`src/rtl/mm_tile_sender_pkg.sv`:
```
// Shared definitions for the tile sender: sender state encoding and
// small elaboration-time helpers for loop counts and index widths.
package mm_tile_sender_pkg;

    typedef enum logic {
        ST_FILL = 1'b0,
        ST_SEND = 1'b1
    } state_t;

    // Number of tiles along one dimension.
    function automatic int iter_count(input int dim, input int tile);
        return dim / tile;
    endfunction

    // Counter width able to index n entries (at least one bit).
    function automatic int idx_w(input int n);
        return (n > 1) ? $clog2(n) : 1;
    endfunction

    // Bit offset of element idx inside a packed vector of dw-bit elements.
    function automatic int elem_lsb(input int idx, input int dw);
        return idx * dw;
    endfunction

endpackage

```
`src/rtl/mm_tile_sender_if.sv`:
```
// Row-in / tile-out bus of the tile sender.
// master: the sender itself (accepts rows, drives tiles).
// slave : the surrounding logic (drives rows, takes tiles).
interface mm_tile_sender_if #(
    parameter int DW_ADD = 32,
    parameter int N      = 4,
    parameter int M_TILE = 2,
    parameter int N_TILE = 2,
    parameter int DW_INT = 8
);
    logic [DW_ADD*N-1:0]               in_data;
    logic                              in_valid;
    logic                              in_ready;
    logic [DW_ADD*M_TILE*N_TILE-1:0]   out_data;
    logic                              out_valid;
    logic                              out_ready;
    logic [DW_INT-1:0]                 ptr_row;
    logic [DW_INT-1:0]                 ptr_col;
    logic                              last_tile;

    modport master (
        input  in_data, in_valid, out_ready,
        output in_ready, out_data, out_valid, ptr_row, ptr_col, last_tile
    );

    modport slave (
        output in_data, in_valid, out_ready,
        input  in_ready, out_data, out_valid, ptr_row, ptr_col, last_tile
    );
endinterface

```
`src/rtl/mm_tile_sender_band_buffer.sv`:
```
// One band of M_TILE full matrix rows. Rows are written whole; the read
// side selects one tile column and packs it as element (mi,ni) at
// index mi*N_TILE+ni. Contents are not reset: they are only ever read
// after a complete band has been written.
module mm_tile_sender_band_buffer
    import mm_tile_sender_pkg::*;
#(
    parameter int M_TILE = 2,
    parameter int N      = 4,
    parameter int N_TILE = 2,
    parameter int DW_ADD = 32,
    parameter int DW_INT = 8
) (
    input  logic                            i_clk,
    input  logic                            i_we,
    input  logic [idx_w(M_TILE)-1:0]        i_row_sel,
    input  logic [DW_ADD*N-1:0]             i_row,
    input  logic [DW_INT-1:0]               i_col_sel,
    output logic [DW_ADD*M_TILE*N_TILE-1:0] o_tile
);
    localparam int ITER_N = iter_count(N, N_TILE);

    logic [DW_ADD*N-1:0]             r_mem [M_TILE];
    logic [DW_ADD*M_TILE*N_TILE-1:0] w_tile;

    // Row write port.
    always_ff @(posedge i_clk) begin
        if (i_we) begin
            r_mem[i_row_sel] <= i_row;
        end
    end

    // Tile-column read mux; all slices are constant so the mux is explicit.
    always_comb begin
        w_tile = '0;
        for (int c = 0; c < ITER_N; c++) begin
            if (i_col_sel == DW_INT'(c)) begin
                for (int mi = 0; mi < M_TILE; mi++) begin
                    for (int ni = 0; ni < N_TILE; ni++) begin
                        w_tile[elem_lsb(mi*N_TILE+ni, DW_ADD) +: DW_ADD] =
                            r_mem[mi][elem_lsb(c*N_TILE+ni, DW_ADD) +: DW_ADD];
                    end
                end
            end
        end
    end

    assign o_tile = w_tile;

endmodule

```
`src/rtl/mm_tile_sender.sv`:
```
// Tile sender: collects M_TILE matrix rows into a band buffer, then emits
// that band as N/N_TILE tiles tagged with (ptr_row, ptr_col).
// Build option MM_TILE_PINGPONG_EN: two band buffers so the next band
// fills while the current one is being sent.
//
// state   | meaning
// --------+-------------------------------------------------------
// ST_FILL | accepting rows into the band buffer (in_ready high)
// ST_SEND | presenting the buffered band tile by tile (out_valid high)
module mm_tile_sender
    import mm_tile_sender_pkg::*;
#(
    parameter int M      = 4,
    parameter int N      = 4,
    parameter int M_TILE = 2,
    parameter int N_TILE = 2,
    parameter int DW_ADD = 32,
    parameter int DW_INT = 8
) (
    input  logic              i_clk,
    input  logic              i_reset,
    input  logic              i_enable,
    mm_tile_sender_if.master  bus
);
    localparam int ITER_M = iter_count(M, M_TILE);
    localparam int ITER_N = iter_count(N, N_TILE);
    localparam int RW     = idx_w(M_TILE);
    localparam int TW     = DW_ADD * M_TILE * N_TILE;

    localparam logic [RW-1:0]     LAST_ROW  = RW'(M_TILE - 1);
    localparam logic [DW_INT-1:0] LAST_COL  = DW_INT'(ITER_N - 1);
    localparam logic [DW_INT-1:0] LAST_BAND = DW_INT'(ITER_M - 1);

    logic              r_in_rdy;
    logic              r_out_valid;
    logic [RW-1:0]     r_row_cnt;
    logic [DW_INT-1:0] r_ptr_row;
    logic [DW_INT-1:0] r_ptr_col;

    logic              w_in_hs;
    logic              w_out_hs;
    logic [TW-1:0]     w_tile;

    assign w_in_hs  = i_enable & r_in_rdy & bus.in_valid;
    assign w_out_hs = i_enable & r_out_valid & bus.out_ready;

    assign bus.in_ready  = r_in_rdy & i_enable;
    assign bus.out_valid = r_out_valid;
    // Buffer contents are undefined until a band is complete; keep the bus quiet.
    assign bus.out_data  = r_out_valid ? w_tile : '0;
    assign bus.ptr_row   = r_ptr_row;
    assign bus.ptr_col   = r_ptr_col;
    assign bus.last_tile = r_out_valid & (r_ptr_row == LAST_BAND) & (r_ptr_col == LAST_COL);

`ifdef MM_TILE_PINGPONG_EN

    logic [1:0]    r_full;
    logic          r_wr_sel;
    logic          r_rd_sel;
    logic [1:0]    w_full_nxt;
    logic          w_wr_nxt;
    logic          w_rd_nxt;
    logic          w_fill_done;
    logic          w_send_done;
    logic [TW-1:0] w_tile0;
    logic [TW-1:0] w_tile1;

    assign w_fill_done = w_in_hs & (r_row_cnt == LAST_ROW);
    assign w_send_done = w_out_hs & (r_ptr_col == LAST_COL);
    assign w_tile      = r_rd_sel ? w_tile1 : w_tile0;

    mm_tile_sender_band_buffer #(
        .M_TILE (M_TILE), .N (N), .N_TILE (N_TILE), .DW_ADD (DW_ADD), .DW_INT (DW_INT)
    ) u_buf0 (
        .i_clk     (i_clk),
        .i_we      (w_in_hs & ~r_wr_sel),
        .i_row_sel (r_row_cnt),
        .i_row     (bus.in_data),
        .i_col_sel (r_ptr_col),
        .o_tile    (w_tile0)
    );

    mm_tile_sender_band_buffer #(
        .M_TILE (M_TILE), .N (N), .N_TILE (N_TILE), .DW_ADD (DW_ADD), .DW_INT (DW_INT)
    ) u_buf1 (
        .i_clk     (i_clk),
        .i_we      (w_in_hs & r_wr_sel),
        .i_row_sel (r_row_cnt),
        .i_row     (bus.in_data),
        .i_col_sel (r_ptr_col),
        .o_tile    (w_tile1)
    );

    // Buffer ownership: a fill marks its buffer full, the last tile frees it.
    // Fill and send never target the same buffer: both-empty blocks sending,
    // both-full blocks filling.
    always_comb begin
        w_full_nxt = r_full;
        if (w_fill_done) begin
            w_full_nxt[r_wr_sel] = 1'b1;
        end
        if (w_send_done) begin
            w_full_nxt[r_rd_sel] = 1'b0;
        end
        w_wr_nxt = r_wr_sel ^ w_fill_done;
        w_rd_nxt = r_rd_sel ^ w_send_done;
    end

    // Buffer flags, handshake outputs and row/tile counters.
    always_ff @(posedge i_clk) begin
        if (i_reset) begin
            r_full      <= 2'b00;
            r_wr_sel    <= 1'b0;
            r_rd_sel    <= 1'b0;
            r_in_rdy    <= 1'b0;
            r_out_valid <= 1'b0;
            r_row_cnt   <= '0;
            r_ptr_row   <= '0;
            r_ptr_col   <= '0;
        end else begin
            r_full      <= w_full_nxt;
            r_wr_sel    <= w_wr_nxt;
            r_rd_sel    <= w_rd_nxt;
            r_in_rdy    <= ~w_full_nxt[w_wr_nxt];
            r_out_valid <= w_full_nxt[w_rd_nxt];
            if (w_in_hs) begin
                r_row_cnt <= w_fill_done ? '0 : r_row_cnt + 1'b1;
            end
            if (w_out_hs) begin
                if (r_ptr_col == LAST_COL) begin
                    r_ptr_col <= '0;
                    r_ptr_row <= (r_ptr_row == LAST_BAND) ? '0 : r_ptr_row + 1'b1;
                end else begin
                    r_ptr_col <= r_ptr_col + 1'b1;
                end
            end
        end
    end

`else

    state_t r_state;

    mm_tile_sender_band_buffer #(
        .M_TILE (M_TILE), .N (N), .N_TILE (N_TILE), .DW_ADD (DW_ADD), .DW_INT (DW_INT)
    ) u_buf (
        .i_clk     (i_clk),
        .i_we      (w_in_hs),
        .i_row_sel (r_row_cnt),
        .i_row     (bus.in_data),
        .i_col_sel (r_ptr_col),
        .o_tile    (w_tile)
    );

    // Fill/send sequencer with registered handshake outputs. in_ready is
    // raised from FILL even while enable is low so it comes up one cycle
    // after reset regardless of enable.
    always_ff @(posedge i_clk) begin
        if (i_reset) begin
            r_state     <= ST_FILL;
            r_in_rdy    <= 1'b0;
            r_out_valid <= 1'b0;
            r_row_cnt   <= '0;
            r_ptr_row   <= '0;
            r_ptr_col   <= '0;
        end else begin
            if (r_state == ST_FILL) begin
                r_in_rdy <= 1'b1;
            end
            if (i_enable) begin
                case (r_state)
                    ST_FILL: begin
                        if (w_in_hs) begin
                            if (r_row_cnt == LAST_ROW) begin
                                r_row_cnt   <= '0;
                                r_state     <= ST_SEND;
                                r_out_valid <= 1'b1;
                                r_in_rdy    <= 1'b0;
                            end else begin
                                r_row_cnt <= r_row_cnt + 1'b1;
                            end
                        end
                    end
                    ST_SEND: begin
                        if (w_out_hs) begin
                            if (r_ptr_col == LAST_COL) begin
                                r_ptr_col   <= '0;
                                r_ptr_row   <= (r_ptr_row == LAST_BAND) ? '0 : r_ptr_row + 1'b1;
                                r_state     <= ST_FILL;
                                r_out_valid <= 1'b0;
                                r_in_rdy    <= 1'b1;
                            end else begin
                                r_ptr_col <= r_ptr_col + 1'b1;
                            end
                        end
                    end
                    default: r_state <= ST_FILL;
                endcase
            end
        end
    end

`endif

endmodule

```
`src/flat_wrapper.sv`:
```
// flat-port wrapper written by rule: the top's interface ports become plain ports
module mm_tile_sender_flat import mm_tile_sender_pkg::*;
#(
    parameter int M      = 4,
    parameter int N      = 4,
    parameter int M_TILE = 2,
    parameter int N_TILE = 2,
    parameter int DW_ADD = 32,
    parameter int DW_INT = 8
)
  (i_clk, i_reset, i_enable, bus_in_data, bus_in_valid, bus_out_ready, bus_in_ready, bus_out_data, bus_out_valid, bus_ptr_row, bus_ptr_col, bus_last_tile);
  mm_tile_sender_if #(.DW_ADD(DW_ADD), .N(N), .M_TILE(M_TILE), .N_TILE(N_TILE), .DW_INT(DW_INT)) bus_i ();
  input  logic i_clk;
  input  logic i_reset;
  input  logic i_enable;
  input wire logic [$bits(bus_i.in_data)-1:0] bus_in_data;
  input wire logic [$bits(bus_i.in_valid)-1:0] bus_in_valid;
  input wire logic [$bits(bus_i.out_ready)-1:0] bus_out_ready;
  output wire logic [$bits(bus_i.in_ready)-1:0] bus_in_ready;
  output wire logic [$bits(bus_i.out_data)-1:0] bus_out_data;
  output wire logic [$bits(bus_i.out_valid)-1:0] bus_out_valid;
  output wire logic [$bits(bus_i.ptr_row)-1:0] bus_ptr_row;
  output wire logic [$bits(bus_i.ptr_col)-1:0] bus_ptr_col;
  output wire logic [$bits(bus_i.last_tile)-1:0] bus_last_tile;
  assign bus_i.in_data = bus_in_data;
  assign bus_i.in_valid = bus_in_valid;
  assign bus_i.out_ready = bus_out_ready;
  assign bus_in_ready = bus_i.in_ready;
  assign bus_out_data = bus_i.out_data;
  assign bus_out_valid = bus_i.out_valid;
  assign bus_ptr_row = bus_i.ptr_row;
  assign bus_ptr_col = bus_i.ptr_col;
  assign bus_last_tile = bus_i.last_tile;
  mm_tile_sender #(.M(M), .N(N), .M_TILE(M_TILE), .N_TILE(N_TILE), .DW_ADD(DW_ADD), .DW_INT(DW_INT)) u_core (.i_clk(i_clk), .i_reset(i_reset), .i_enable(i_enable), .bus(bus_i));
endmodule
```
`config.mk`:
```
export PLATFORM = sky130hd
export DESIGN_NAME = mm_tile_sender_flat
export DESIGN_NICKNAME = d
export VERILOG_FILES = /design/src/rtl/mm_tile_sender_pkg.sv /design/src/rtl/mm_tile_sender_if.sv /design/src/rtl/mm_tile_sender_band_buffer.sv /design/src/rtl/mm_tile_sender.sv /design/src/flat_wrapper.sv
export SDC_FILE = /design/constraint.sdc
export NUM_CORES = 1
export LEC_CHECK = 0
export CORE_MARGIN = 1.5
export CORE_UTILIZATION = 50
export CTS_CLUSTER_SIZE = 16
export DETAILED_ROUTE_END_ITERATION = 7
export PLACE_DENSITY = 0.92
export SLEW_MARGIN = 20
export SYNTH_ARGS = -nofsm -noshare
export SYNTH_HDL_FRONTEND = slang
export SYNTH_SLANG_ARGS = --single-unit
```
`constraint.sdc`:
```
create_clock -name i_clk -period 11.65 [get_ports i_clk]
set_input_delay 2.33 -clock i_clk [delete_from_list [all_inputs] [get_ports i_clk]]
set_output_delay 2.33 -clock i_clk [all_outputs]
set_load 0.02 [all_outputs]
```
==> impl_results.md <==
* Max-slew violations at 0
* Worst Path Required at just over 9000 ps
* Row count at around 50
* RR Startpoint: u_core.r_row_cnt
* Total iterations of the first detailed-routing run at 5
* Max-cap violations at 0
* Final setup viols at 0
* Post-synthesis instance area at roughly 10000 µm²
* Layout cell share with drive strength beyond 1 at 6.10%
* Routed via count at approximately 6200
* Crit path DAT at between 4000 and 5000 ps
* First-pass GRT wire length at 35.3 mm
* Vert. Die Dim at 145 µm
* Pin count of the biggest net entering global routing at 77
* Hold_buf cts at 0
* Reg2Reg Setup Slack at 9070 ps
* Worst Setup End Kind: primary output
* Vias in the first global route at 6310
* Starting Density at 51.4%
* Critical path capture point: bus_out_data[87]
* Status: finished, final reports clean
* Post-DP HPWL at 15.0 mm
* TritonCTS Sinks at 276
* Initial DRC count at roughly 370
* Antenna-violating nets left at 0
* CTS root buffer: clkbuf_16
* Max-slew headroom at 41.0%
* PwrDens at 145 nW/µm²
* Hold crit path type: reg -> reg
* Clock Path Buffers at 3
* Setup Buffers After CTS at 0
* Worst-Margin Slew at 886 ps
* Static leakage at 0.00462 µW
* RSZ-0062 raised after global routing: false
* Register area share after synthesis at 80.2%
* Initial antenna violation count at 0
* Critical path class: reg -> out
* Worst r2r path cells at 3
* Post-CTS sizing at 0
* DRC viols at 0
* Final hold vios at 0
* Synth Register Bits at 276
* Crit path launch: u_core.bus.ptr_col[0]
* Clock transition at the registers of the reported paths at 60 ps
* WHS at 529 ps
* Max Clk Rate at 156 MHz
* Max VDD drop at 0.156 mV
* Setup TNS at 0 ps
* Total grt overflow at 0
* IO Count at 280
* Routed length per instance at 20.7 µm
* Layout Nets at 970
* Unique cell type count in the Yosys netlist at 33
* CP max FO at 72
* Synth-to-layout area growth at 38.4%
* Vias per inst at ~5.5
* Crit start category: flip-flop
* Die area at 21000 µm²
* Post-Syn Area per Cell at 18.4 µm²
* Post-Syn Nets at 687
* Total Wirelength at around 23 mm
* Gate Count Post-Synth at 549
* Port Buf Inserts at 279
* Clock Latency Late Sink at 520 ps
* GRT Util Overall at 21.6%
* Gp weighted congestion at 0.856
* Die width at 145 µm
* H-tree Lvls at 1
* Crit path time final at around 6400 ps
* Ant. Diodes at 0
* Fin crit share at 55.0%
* Clk_skew at around 12 ps
* Worst reg2reg endpoint: u_core.u_buf.r_mem[1][125]
* CTS buffer count at 28
* Warnings, synthesis at 0
* CTS tree: yes
* Core footprint at roughly 20000 µm²
[where the power goes]
part | leakage, µW | switching, µW | internal, µW
sequential | 0.00249 | 5.23 | 1100
clock | 0.000420 | 345 | 494
combinational | 0.00171 | 31.7 | 47.0
total | 0.00462 | 382 | 1640
[cells in the mapped netlist]
library cell	n	share of area, %
nand3_1	2	0.099
ha_1	5	0.62
nand2_1	12	0.45
nor4_4	1	0.21
and2_1	4	0.25
clkbuf_1	8	0.30
and4_1	2	0.17
edfxtp_1	256	76
or3_1	6	0.37
a21oi_1	14	0.70
dfxtp_1	20	4.0
clkbuf_2	1	0.050
nor3b_1	1	0.075
nor4bb_1	1	0.099
nand3_2	1	0.099
inv_1	4	0.15
a22oi_1	2	0.15
and3_1	3	0.19
or4b_2	1	0.099
buf_6	9	1.0
a21o_1	1	0.075
nor2b_1	2	0.12
xor2_1	5	0.43
nand4_1	11	0.68
nor3_1	10	0.50
mux2i_1	1	0.099
o21ba_2	1	0.099
xnor2_1	3	0.26
o21ai_0	4	0.20
nor4_2	1	0.12
a22o_1	122	11
buf_2	14	0.70
nor2_1	21	0.78
[worst min path at each step]
stage	end	cells past startpoint	slack, ps	from
finish	u_core.bus.ptr_col[1]	2	530	u_core.bus.ptr_col[1]
global route	u_core.bus.ptr_col[1]	2	560	u_core.bus.ptr_col[1]
CTS	u_core.bus.ptr_col[1]	2	520	u_core.bus.ptr_col[1]
detailed placement	u_core.bus.ptr_col[1]	2	510	u_core.bus.ptr_col[1]
global placement	u_core.bus.ptr_row[1]	2	490	u_core.bus.ptr_row[1]
floorplan	u_core.r_row_cnt	2	470	u_core.r_row_cnt
[cells by family (layout without fill, tap and decap cells)]
logic type / count (synthesis) / count (layout) / synth area share, %
XOR/XNOR: 8 / 8 / 0.695
AND/OR/NAND/NOR: 79 / 79 / 4.32
multiplexers: 1 / 1 / 0.0993
adder cells (fa/ha/maj): 5 / 5 / 0.621
flip-flops: 276 / 276 / 80.2
AO/OA/AOI/OAI: 144 / 144 / 11.8
buffers and inverters: 36 / 339 / 2.20
[cell type report]
class,count,area (µm²)
sequential,276,8090
fill,1229,5640
timing repair buffer,285,2860
multi-input combinational,237,1790
clock buffer,34,744
tap,265,332
clock inverter,16,123
inverter,4,17.5
[state kept, by name, indices dropped and copies added, names as in the netlist]
register and flops:
u_core.r_row_cnt 1, u_core.r_state 1, u_core.u_buf.r_mem 256, u_core.bus.out_valid 1
u_core.r_in_rdy 1, u_core.bus.ptr_col 8, u_core.bus.ptr_row 8
[worst max-delay path, stage by stage, from the launching register on]
cell,delay (ps)
dfxtp_1,430
ha_1,480
nor4bb_1,350
and2_4,570
buf_4,730
a22o_1,270
clkdlybuf4s50_1,660
[layout by cell type (no fill, tap or decap), types with 2 or more instances in the layout]
cell               n
a21oi_1           14
a22o_1           122
a22oi_1            2
and2_1             3
and3_1             3
and4_1             2
buf_4              5
bufinv_16          2
clkbuf_1           5
clkbuf_16         29
clkdlybuf4s50_1  279
clkinv_1           8
clkinv_2           4
dfxtp_1           20
edfxtp_1         256
ha_1               5
inv_1              3
nand2_1           12
nand3_1            2
nand4_1           11
nor2_1            20
nor3_1            10
o21ai_0            4
or3_1              6
xnor2_1            3
xor2_1             5
[per-layer routing]
layer  part of all wire (%)  vias up  global-route usage (%)
li1                       -     2803                       -
met1                     37     3038                    25.3
met2                     51      274                    37.8
met3                    8.6       56                    6.04
met4                    3.5        0                    8.09
met5                      0        -                       0
[per-stage QoR]
stage	instance area [µm²]	utilization [%]	std cells	power (µW)	worst slack [ps]
floorplan	10100	-	549	1150	3030
CTS	13900	71.1	1116	2040	4940
global placement	13100	66.6	1066	1200	5650
detailed placement	13100	66.6	1066	1210	5510
finish	13900	71.2	1117	2030	5250
global route	13900	71.2	1117	2080	5020
(Power assumes the default switching activity.)
